===== config.mk =====
export PLATFORM = sky130hd
export DESIGN_NAME = rr_bus_responder
export DESIGN_NICKNAME = d
export VERILOG_FILES = /design/src/rtl/bus_pkg.sv /design/src/rtl/rr_arbiter.sv /design/src/rtl/rr_bus_responder.sv
export SDC_FILE = /design/constraint.sdc
export NUM_CORES = 1
export LEC_CHECK = 0
export BUFFER_PORTS_ARGS = -buffer_cell sky130_fd_sc_hd__buf_2
export CORE_MARGIN = 10
export CORE_UTILIZATION = 45
export CTS_CLUSTER_SIZE = 14
export DETAILED_ROUTE_END_ITERATION = 16
export PLACE_DENSITY_LB_ADDON = 0.25
export SYNTH_ARGS = -nofsm -noshare
export SYNTH_HDL_FRONTEND = slang
export SYNTH_HIERARCHICAL = 1
export SYNTH_SLANG_ARGS = --single-unit

===== constraint.sdc =====
create_clock -name clk -period 2.09 [get_ports clk]
set_input_delay 0.209 -clock clk [delete_from_list [all_inputs] [get_ports clk]]
set_output_delay 0.209 -clock clk [all_outputs]
set_load 0.05 [all_outputs]

===== src/rtl/bus_pkg.sv =====
//==============================================================================
// Package  : bus_pkg
// Shared types and widths for the round-robin bus responder.
// Revision : 1.0
//==============================================================================
`default_nettype none

package bus_pkg;

    localparam int unsigned BUS_NUM_PROC = 4;
    localparam int unsigned BUS_ADDR_W   = 48;
    localparam int unsigned BUS_SRC_W    = $clog2(BUS_NUM_PROC);
    // One extra bit so out-of-range destinations can be represented and dropped
    localparam int unsigned BUS_DEST_W   = $clog2(BUS_NUM_PROC) + 1;

    typedef enum logic [0:0] {
        IDLE = 1'b0,
        XFER = 1'b1
    } bus_state_t;

    // Sized for the default build; widen the package localparams when the
    // responder is instantiated with more nodes or a wider address.
    typedef struct packed {
        logic [BUS_SRC_W-1:0]  src;
        logic [BUS_DEST_W-1:0] dest;
        logic [BUS_ADDR_W-1:0] mem_address;
    } xfer_t;

    function automatic int unsigned dest_width(input int unsigned n);
        return $clog2(n) + 1;
    endfunction

endpackage

`default_nettype wire


===== src/rtl/rr_arbiter.sv =====
//==============================================================================
// Module   : rr_arbiter
// Combinational round-robin pick: first set request at or after the pointer.
// Revision : 1.0
//==============================================================================
`default_nettype none

module rr_arbiter #(
    parameter int unsigned NUM_PROC = 4
) (
    input  logic [NUM_PROC-1:0]         i_req,
    input  logic [$clog2(NUM_PROC)-1:0] i_rr_ptr,
    output logic                        o_grant_valid,
    output logic [$clog2(NUM_PROC)-1:0] o_grant_idx
);

    localparam int unsigned c_idx_w = $clog2(NUM_PROC);

    int unsigned w_idx;

    // Walk offsets from farthest to nearest so the nearest requester wins.
    always_comb begin
        o_grant_valid = 1'b0;
        o_grant_idx   = '0;
        w_idx         = 0;
        for (int k = NUM_PROC - 1; k >= 0; k--) begin
            w_idx = (int'(i_rr_ptr) + k) % NUM_PROC;
            if (i_req[w_idx]) begin
                o_grant_valid = 1'b1;
                o_grant_idx   = c_idx_w'(w_idx);
            end
        end
    end

endmodule

`default_nettype wire


===== src/rtl/rr_bus_responder.sv =====
//==============================================================================
// Module   : rr_bus_responder
// Arbitrates cache-to-cache transfers, holds the bus, then delivers a pulse.
// Revision : 1.0
//==============================================================================
`default_nettype none

module rr_bus_responder
    import bus_pkg::*;
#(
    parameter int unsigned NUM_PROC    = BUS_NUM_PROC,
    parameter int unsigned XFER_CYCLES = 4,
    parameter int unsigned ADDR_W      = BUS_ADDR_W
) (
    input  logic                                       clk,
    input  logic                                       rst_l,
    input  logic [NUM_PROC-1:0]                        request_in_avail,
    input  logic [NUM_PROC-1:0][ADDR_W-1:0]            addrs_in,
    input  logic [NUM_PROC-1:0][$clog2(NUM_PROC):0]    request_dest,
    output logic [NUM_PROC-1:0]                        processed_request,
    output logic [NUM_PROC-1:0]                        request_out_avail,
    output logic [NUM_PROC-1:0][ADDR_W-1:0]            addrs_out,
    output logic                                       bus_busy,
    output logic                                       drop_err
);

    localparam int unsigned c_idx_w  = $clog2(NUM_PROC);
    localparam int unsigned c_dest_w = dest_width(NUM_PROC);
    localparam int unsigned c_cnt_w  = $clog2(XFER_CYCLES + 1);

    localparam logic [c_idx_w-1:0]  c_last_idx   = c_idx_w'(NUM_PROC - 1);
    localparam logic [c_dest_w-1:0] c_num_proc_d = c_dest_w'(NUM_PROC);
    localparam logic [c_cnt_w-1:0]  c_cnt_init   = c_cnt_w'(XFER_CYCLES - 1);

    bus_state_t                      state_q, state_d;
    logic [c_cnt_w-1:0]              cnt_q, cnt_d;
    logic [c_idx_w-1:0]              rr_ptr_q, rr_ptr_d;
    xfer_t                           xfer_q, xfer_d;
    logic [NUM_PROC-1:0]             processed_request_q, processed_request_d;
    logic [NUM_PROC-1:0]             request_out_avail_q, request_out_avail_d;
    logic [NUM_PROC-1:0][ADDR_W-1:0] addrs_out_q, addrs_out_d;
    logic                            bus_busy_q, bus_busy_d;
    logic                            drop_err_q, drop_err_d;

    logic                            w_grant_valid;
    logic [c_idx_w-1:0]              w_grant_idx;
    logic                            w_unused;

    rr_arbiter #(
        .NUM_PROC (NUM_PROC)
    ) u_arb (
        .i_req         (request_in_avail),
        .i_rr_ptr      (rr_ptr_q),
        .o_grant_valid (w_grant_valid),
        .o_grant_idx   (w_grant_idx)
    );

    always_comb begin
        state_d             = state_q;
        cnt_d               = cnt_q;
        rr_ptr_d            = rr_ptr_q;
        xfer_d              = xfer_q;
        addrs_out_d         = addrs_out_q;
        bus_busy_d          = bus_busy_q;
        processed_request_d = '0;
        request_out_avail_d = '0;
        drop_err_d          = 1'b0;

        case (state_q)
            IDLE: begin
                if (w_grant_valid) begin
                    xfer_d.src                       = w_grant_idx;
                    xfer_d.dest                      = request_dest[w_grant_idx];
                    xfer_d.mem_address               = addrs_in[w_grant_idx];
                    processed_request_d[w_grant_idx] = 1'b1;
                    rr_ptr_d = (w_grant_idx == c_last_idx) ? '0
                                                           : w_grant_idx + c_idx_w'(1);
                    // Out-of-range destinations are consumed without using the bus
                    if (request_dest[w_grant_idx] >= c_num_proc_d) begin
                        drop_err_d = 1'b1;
                    end else begin
                        cnt_d      = c_cnt_init;
                        bus_busy_d = 1'b1;
                        state_d    = XFER;
                    end
                end
            end
            XFER: begin
                if (cnt_q != '0) begin
                    cnt_d = cnt_q - c_cnt_w'(1);
                end else begin
                    request_out_avail_d[xfer_q.dest[c_idx_w-1:0]] = 1'b1;
                    addrs_out_d[xfer_q.dest[c_idx_w-1:0]]         = xfer_q.mem_address;
                    bus_busy_d                                    = 1'b0;
                    state_d                                       = IDLE;
                end
            end
            default: state_d = IDLE;
        endcase
    end

    always_ff @(posedge clk or negedge rst_l) begin
        if (!rst_l) begin
            state_q             <= IDLE;
            cnt_q               <= '0;
            rr_ptr_q            <= '0;
            xfer_q              <= '0;
            processed_request_q <= '0;
            request_out_avail_q <= '0;
            addrs_out_q         <= '0;
            bus_busy_q          <= 1'b0;
            drop_err_q          <= 1'b0;
        end else begin
            state_q             <= state_d;
            cnt_q               <= cnt_d;
            rr_ptr_q            <= rr_ptr_d;
            xfer_q              <= xfer_d;
            processed_request_q <= processed_request_d;
            request_out_avail_q <= request_out_avail_d;
            addrs_out_q         <= addrs_out_d;
            bus_busy_q          <= bus_busy_d;
            drop_err_q          <= drop_err_d;
        end
    end

    assign processed_request = processed_request_q;
    assign request_out_avail = request_out_avail_q;
    assign addrs_out         = addrs_out_q;
    assign bus_busy          = bus_busy_q;
    assign drop_err          = drop_err_q;

    // Source id and the range bit of dest are kept for debug visibility only
    assign w_unused = ^{xfer_q.src, xfer_q.dest[c_dest_w-1]};

endmodule

`default_nettype wire


## After elaboration in Yosys (flattened, before gate mapping)

Cells that the tools add are included.

- Register bits: 258
- Input bits: 210
- Output and inout bits: 202

- Add/sub/neg operators: 5
- $lt $le $gt $ge: 9
- Equality and inequality tests: 5
- Mux-type cells: 47
- Bitwise gates (word level): 2
- Reduce and logical (&&, ||, !) cells: 7

Operators by type and width:

| cell | count |
|---|---|
| bitwise mux 192 bit | 1 |
| binary-select mux 48 bit (select 2 bit) | 1 |
| demux 48 bit (select 2 bit) | 1 |
| two-way mux 48 bit | 2 |
| two-way mux 1 bit | 19 |
| less-than comparator 2 x 3 -> 1 bit, second input constant | 6 |
| two-way mux 4 bit | 4 |
| two-way mux 3 bit | 4 |
| two-way mux 2 bit | 5 |
| binary-select mux 1 bit (select 2 bit) | 4 |
| binary-select mux 3 bit (select 2 bit) | 1 |
| case mux 3 bit (2 select lines) | 1 |
| AND reduction 3 bit | 2 |
| adder 2 x 1 -> 2 bit, second input constant | 2 |
| adder 2 bit, second input constant | 2 |
| demux 1 bit (select 2 bit) | 2 |
| greater-or-equal comparator 2 x 1 -> 1 bit, second input constant | 2 |
| != test 2 x 1 -> 1 bit, second input constant | 2 |
| != test 2 bit, second input constant | 2 |
| case mux 1 bit (2 select lines) | 2 |
| AND reduction 2 bit | 2 |
| greater-or-equal comparator 3 bit, second input constant | 1 |
| nonzero test 3 bit | 1 |
| subtractor 3 x 1 -> 3 bit, second input constant | 1 |
| other kinds (3) | 5 |

## Logic depth before layout (Yosys ltp)

- Depth in word-level cells: 13
- Mapped depth: 9
- Gate-level depth less buffers: 7

## Hierarchy

Netlist, hierarchy kept.

By module, submodules not included:

| module | instances | cells an instance | area an instance (sq um) | seq. area each (sq um) |
|---|---|---|---|---|
| rr_bus_responder | 1 | 739 | 10805.4 | 6456.2 |
| rr_arbiter | 1 | 13 | 77.6 | 0.0 |

## Worst setup path before layout

No wires, ideal clock.

- Path type: register to register
- From: register rr_ptr_q[1]
- To: register xfer_q[2] in the netlist's numbering
- Setup time: 0.117 ns
- Data arrival time: 1.986 ns
- Slack: -0.013 ns
- Stages on the path, launching flop included: 8
- Path buffers: 2
- Period minus slack after synthesis: 2.103 ns
- Path through: dfrtp_1 -> mux2i_1 -> a211oi_2 -> buf_2 -> buf_2 -> mux4_2 -> nand2_1 -> nand2_1

- Word-level cells in the longest chain between the ends: 9
- Elaborated cells on any way between the ends: 22
- Classes of those cells: add/sub (3); mux (18); reduce/logical (1)

RTL lines:

| element | RTL line | text |
|---|---|---|
| start, declared | rr_bus_responder.sv:37 | `logic [c_idx_w-1:0] rr_ptr_q, rr_ptr_d;` |
| start signal, assigned | rr_bus_responder.sv:116 | `rr_ptr_q <= rr_ptr_d;` |
| adder 2 bit | rr_arbiter.sv:27 | `w_idx = (int'(i_rr_ptr) + k) % NUM_PROC;` |
| binary-select mux 1 bit (select 2 bit) | rr_arbiter.sv:28 | `if (i_req[w_idx]) begin` |
| two-way mux 1 bit (not written as such) | rr_arbiter.sv:28 |  |
| two-way mux 2 bit (3 in a row) | rr_arbiter.sv:28 |  |
| two-way mux 2 bit * | rr_arbiter.sv:28 |  |
| named net w_grant_idx[0] | rr_bus_responder.sv:46 | `logic [c_idx_w-1:0] w_grant_idx;` |
| binary-select mux 48 bit (select 2 bit) * | rr_bus_responder.sv:74 | `xfer_d.mem_address = addrs_in[w_grant_idx];` |
| two-way mux 48 bit (not written as such) * | rr_bus_responder.sv:74 |  |
| end signal, assigned | rr_bus_responder.sv:117 | `xfer_q <= xfer_d;` |
| end, declared | rr_bus_responder.sv:38 | `xfer_t xfer_q, xfer_d;` |

Mark *: on every way through the listed nets, which the timed path passes. The rest lies on a longest branch. The select of a mux whose other input is x is not followed.
A chain may end at the register's enable or synchronous reset.

## Worst setup path after layout

- From: register rr_ptr_q[1]
- To: register cnt_q[1]

- Word-level cells in the longest chain between the ends: 12
- Elaborated cells on any way between the ends: 25
- Classes of those cells: add/sub (3); order compare (1); eq/ne (2); mux (18); reduce/logical (1)

RTL lines:

| element | RTL line | text |
|---|---|---|
| adder 2 bit | rr_arbiter.sv:27 |  |
| binary-select mux 1 bit (select 2 bit) | rr_arbiter.sv:28 |  |
| two-way mux 1 bit (not written as such) | rr_arbiter.sv:28 |  |
| two-way mux 2 bit (3 in a row) | rr_arbiter.sv:28 |  |
| two-way mux 2 bit * | rr_arbiter.sv:28 |  |
| named net w_grant_idx[0] | rr_bus_responder.sv:46 |  |
| binary-select mux 3 bit (select 2 bit) * | rr_bus_responder.sv:79 | `if (request_dest[w_grant_idx] >= c_num_proc_d) begin` |
| two-way mux 3 bit (not written as such) * | rr_bus_responder.sv:79 |  |
| greater-or-equal comparator 3 bit * | rr_bus_responder.sv:79 |  |
| != test 2 bit (no line) * | - |  |
| AND reduction 3 bit (no line) * | - |  |
| end signal, assigned | rr_bus_responder.sv:115 | `cnt_q <= cnt_d;` |
| end, declared | rr_bus_responder.sv:36 | `logic [c_cnt_w-1:0] cnt_q, cnt_d;` |

Marked as above.

==> flow_summary.ini <==
[setup_path]
startpoint_type = flop
timing.rr.start = rr_ptr_q[1]
crit_fanout = 10
worstPathRequired_ns = 2.53
r2r-end = cnt_q[1]
path_class = reg2reg
reg2reg_depth = 6
cp.arrival_ns = 2.47
reg2reg_slack_ns = 0.07
end_kind = flop

[synth]
synth_seq_cells = 258
seq_area_frac_synth_pct = 59.3
synth_simple_gate_area_share_pct = 6.70
ys_types = 27
synth_warnings = 6
synth_top_family_by_area = multiplexers
avgSynthCellArea_sq_um = 14.5
syn_area_sq_um = 10900
synth_cells = 752
synth-compound-area-share_pct = 0.586
synth_xor_area_share_pct = 0
synth_nets = 968
synth_mux_area_share_pct = 30.5
synthAdderAreaFrac_pct = 0.690

[route]
viasPerCell = 5.15
drt_iter0_markers = 493
route.vias.total = 7854
drc = 0
wire_per_inst_um = 22.2
wl_um = 33900
drtAntennaViolNets = 0
dr.pass1.iters = 4

[floorplanning]
ioPinCount = 412
dieArea_sq_um = 30800
dieWidth_um = 176
initial_core_util_pct = 46.1
die_y_um = 176
num_rows = 56
core_sq_um = 23600

[hold_path]
hold_start = addrs_in[165]
hold_end = xfer_q[21]
whs_path_depth = 4
hold_class = in2reg

[clock_network]
worstSkewPairLatency_ns = 0.53
htreeDepth = 1
clock-root-buffer = clkbuf_16
path_clk_slew_ns = 0.06
cts_buffers = 27
cts_max_path_buffers = 3
clock_sinks = 258
tritoncts = yes

[sta]
hold_slack_ns = 0.0870
clock_skew_ns = 0.0119
setup_viol = 0
layout_min_cycle_time_ns = 2.02
tns_ns = 0
maxSlewHeadroom_pct = 74.1
hold_violations = 0
post-route-period-util_pct = 96.8
finalMaxSlewViolations = 0
max_freq_ghz = 0.494
worst_pin_slew_ns = 0.389
grt_setup_unrepaired = yes

[power_and_ir_drop]
p_leak_nw = 7.70
irDropWorstVdd_mv = 1.04
power.density_nw_per_um2 = 1930

[place]
hpwlAfterDp_um = 25300
port-buffer-count = 411
gp_congestion = 0.837

[cells_and_area]
area_growth_syn_to_layout_pct = 34.5
drive_above_1_share_pct = 61.9
num-nets-final = 1402

[grt]
grt_first_pass_wirelength_um = 51700
grt_usage_pct = 21.4
grt_overflow = 0
grt_max_degree = 62
grt_pass1_vias = 8811
antenna_found_initial = 4

[status]
run_status = finished, final reports clean

[run]
cap_violations = 0
layout make-up:
cell class                      instances  area, sq um
Multi-Input combinational cell        440         4230
Tap cell                              319          399
Sequential cell                       258         6460
Inverter                               10         37.5
Antenna cell                            1         2.50
Clock buffer                           32          734
Timing Repair Buffer                  449         2570
Clock inverter                         17          201
Fill cell                            1849         8980
flip-flops by register name (all words and copies together), names as in the netlist:
name / cells
addrs_out: 192
bus_busy: 1
cnt_q: 3
drop_err: 1
processed_request: 4
request_out_avail: 4
rr_ptr_q: 2
state_q: 1
xfer_q: 50
cell usage after synthesis, drive strengths merged:
| library cell | count | area, sq um |
|---|---|---|
| dfrtp | 258 | 6460 |
| mux2 | 192 | 2160 |
| nand2 | 160 | 601 |
| mux4 | 51 | 1150 |
| buf | 30 | 148 |
| clkbuf | 14 | 52.6 |
| inv | 10 | 37.5 |
| ha | 6 | 75.1 |
| and2 | 5 | 31.3 |
| nand2b | 5 | 31.3 |
| nor2 | 5 | 18.8 |
| a211oi | 2 | 20.0 |
| nand4b | 2 | 17.5 |
| o21ai | 2 | 10.0 |
| a21oi | 1 | 5.00 |
| a31oi | 1 | 6.26 |
| mux2i | 1 | 10.0 |
| nand4 | 1 | 6.26 |
| nor2b | 1 | 6.26 |
| nor3 | 1 | 10.0 |
| nor3b | 1 | 7.51 |
| o211ai | 1 | 7.51 |
| o21a | 1 | 7.51 |
| o31ai | 1 | 7.51 |
worst max-delay path, cell delays in order, from the launching register on:
cell	delay, ns
dfrtp_2	0.44
mux2i_1	0.16
a211oi_4	0.27
buf_12	0.20
mux4_2	0.55
nand2b_4	0.17
a31oi_1	0.16
how the worst max path moves through the flow:
stage | start | endpoint | cells past startpoint
after floorplan | rr_ptr_q[1] | xfer_q[2] | 7
after global placement | rr_ptr_q[1] | cnt_q[1] | 6
after detailed placement | rr_ptr_q[1] | cnt_q[2] | 6
after CTS | rr_ptr_q[1] | cnt_q[0] | 6
after global routing | rr_ptr_q[1] | xfer_q[46] | 7
final | rr_ptr_q[1] | cnt_q[1] | 6
per-layer routing:
metal / wire length, um / vias to the layer above / GRT usage, %
met5: 21 / - / 0
met4: 1050 / 4 / 6.46
met2: 17100 / 292 / 37.8
li1: - / 3502 / -
met3: 2580 / 62 / 6.33
met1: 13100 / 3994 / 24.6
timing repair:
item	in CTS	in global routing
gates resized for setup	1	5
setup buffers	4	0
hold buffers	1	0
endpoints found under the setup margin	3	38
endpoints found under the hold margin	157	0
pin swaps	0	1
kinds of logic after synthesis:
family          after synthesis
fa+ha+maj                     6
compound gates                9
mux                         244
flops                       258
buf+inv                      54
simple gates                181
report_power, final:
group	switching (mW)	internal, mW	total, mW
logic	9.81	4.40	14.2
clock network	1.99	3.01	5.00
registers	1.65	7.32	8.97
total	13.4	14.7	28.2
through the flow:
step | cell area [sq um] | util, % | instances | power [mW] | setup WS (ns)
after floorplan | 10900 | - | 752 | 18.9 | -0.0128
after global placement | 13600 | 57.8 | 1471 | 23.0 | 0.0247
after detailed placement | 13600 | 57.8 | 1471 | 23.3 | -0.0636
after CTS | 14600 | 61.9 | 1525 | 28.4 | -0.00983
after global routing | 14600 | 62.0 | 1526 | 29.6 | -0.0263
final | 14600 | 62.0 | 1526 | 28.2 | 0.0660
placed cells by master (no fill, tap or decap), types with 2 or more instances in the layout:
cell type   synthesis  routed
buf_2              22     410
dfrtp_1           258     257
mux2_2            192     192
nand2_1           160     160
mux4_2             51      51
clkbuf_16           0      27
buf_4               2      18
buf_12              0      17
inv_1              10      10
clkinv_2            0       8
ha_1                6       6
and2_1              5       5
nor2_1              5       4
bufinv_16           0       4
clkbuf_8            0       4
nand2b_1            5       3
nand4b_1            2       2
o21ai_1             0       2
clkinvlp_4          0       2
clkinv_4            0       2
buf_6               0       2
(Power assumes the default switching activity.)
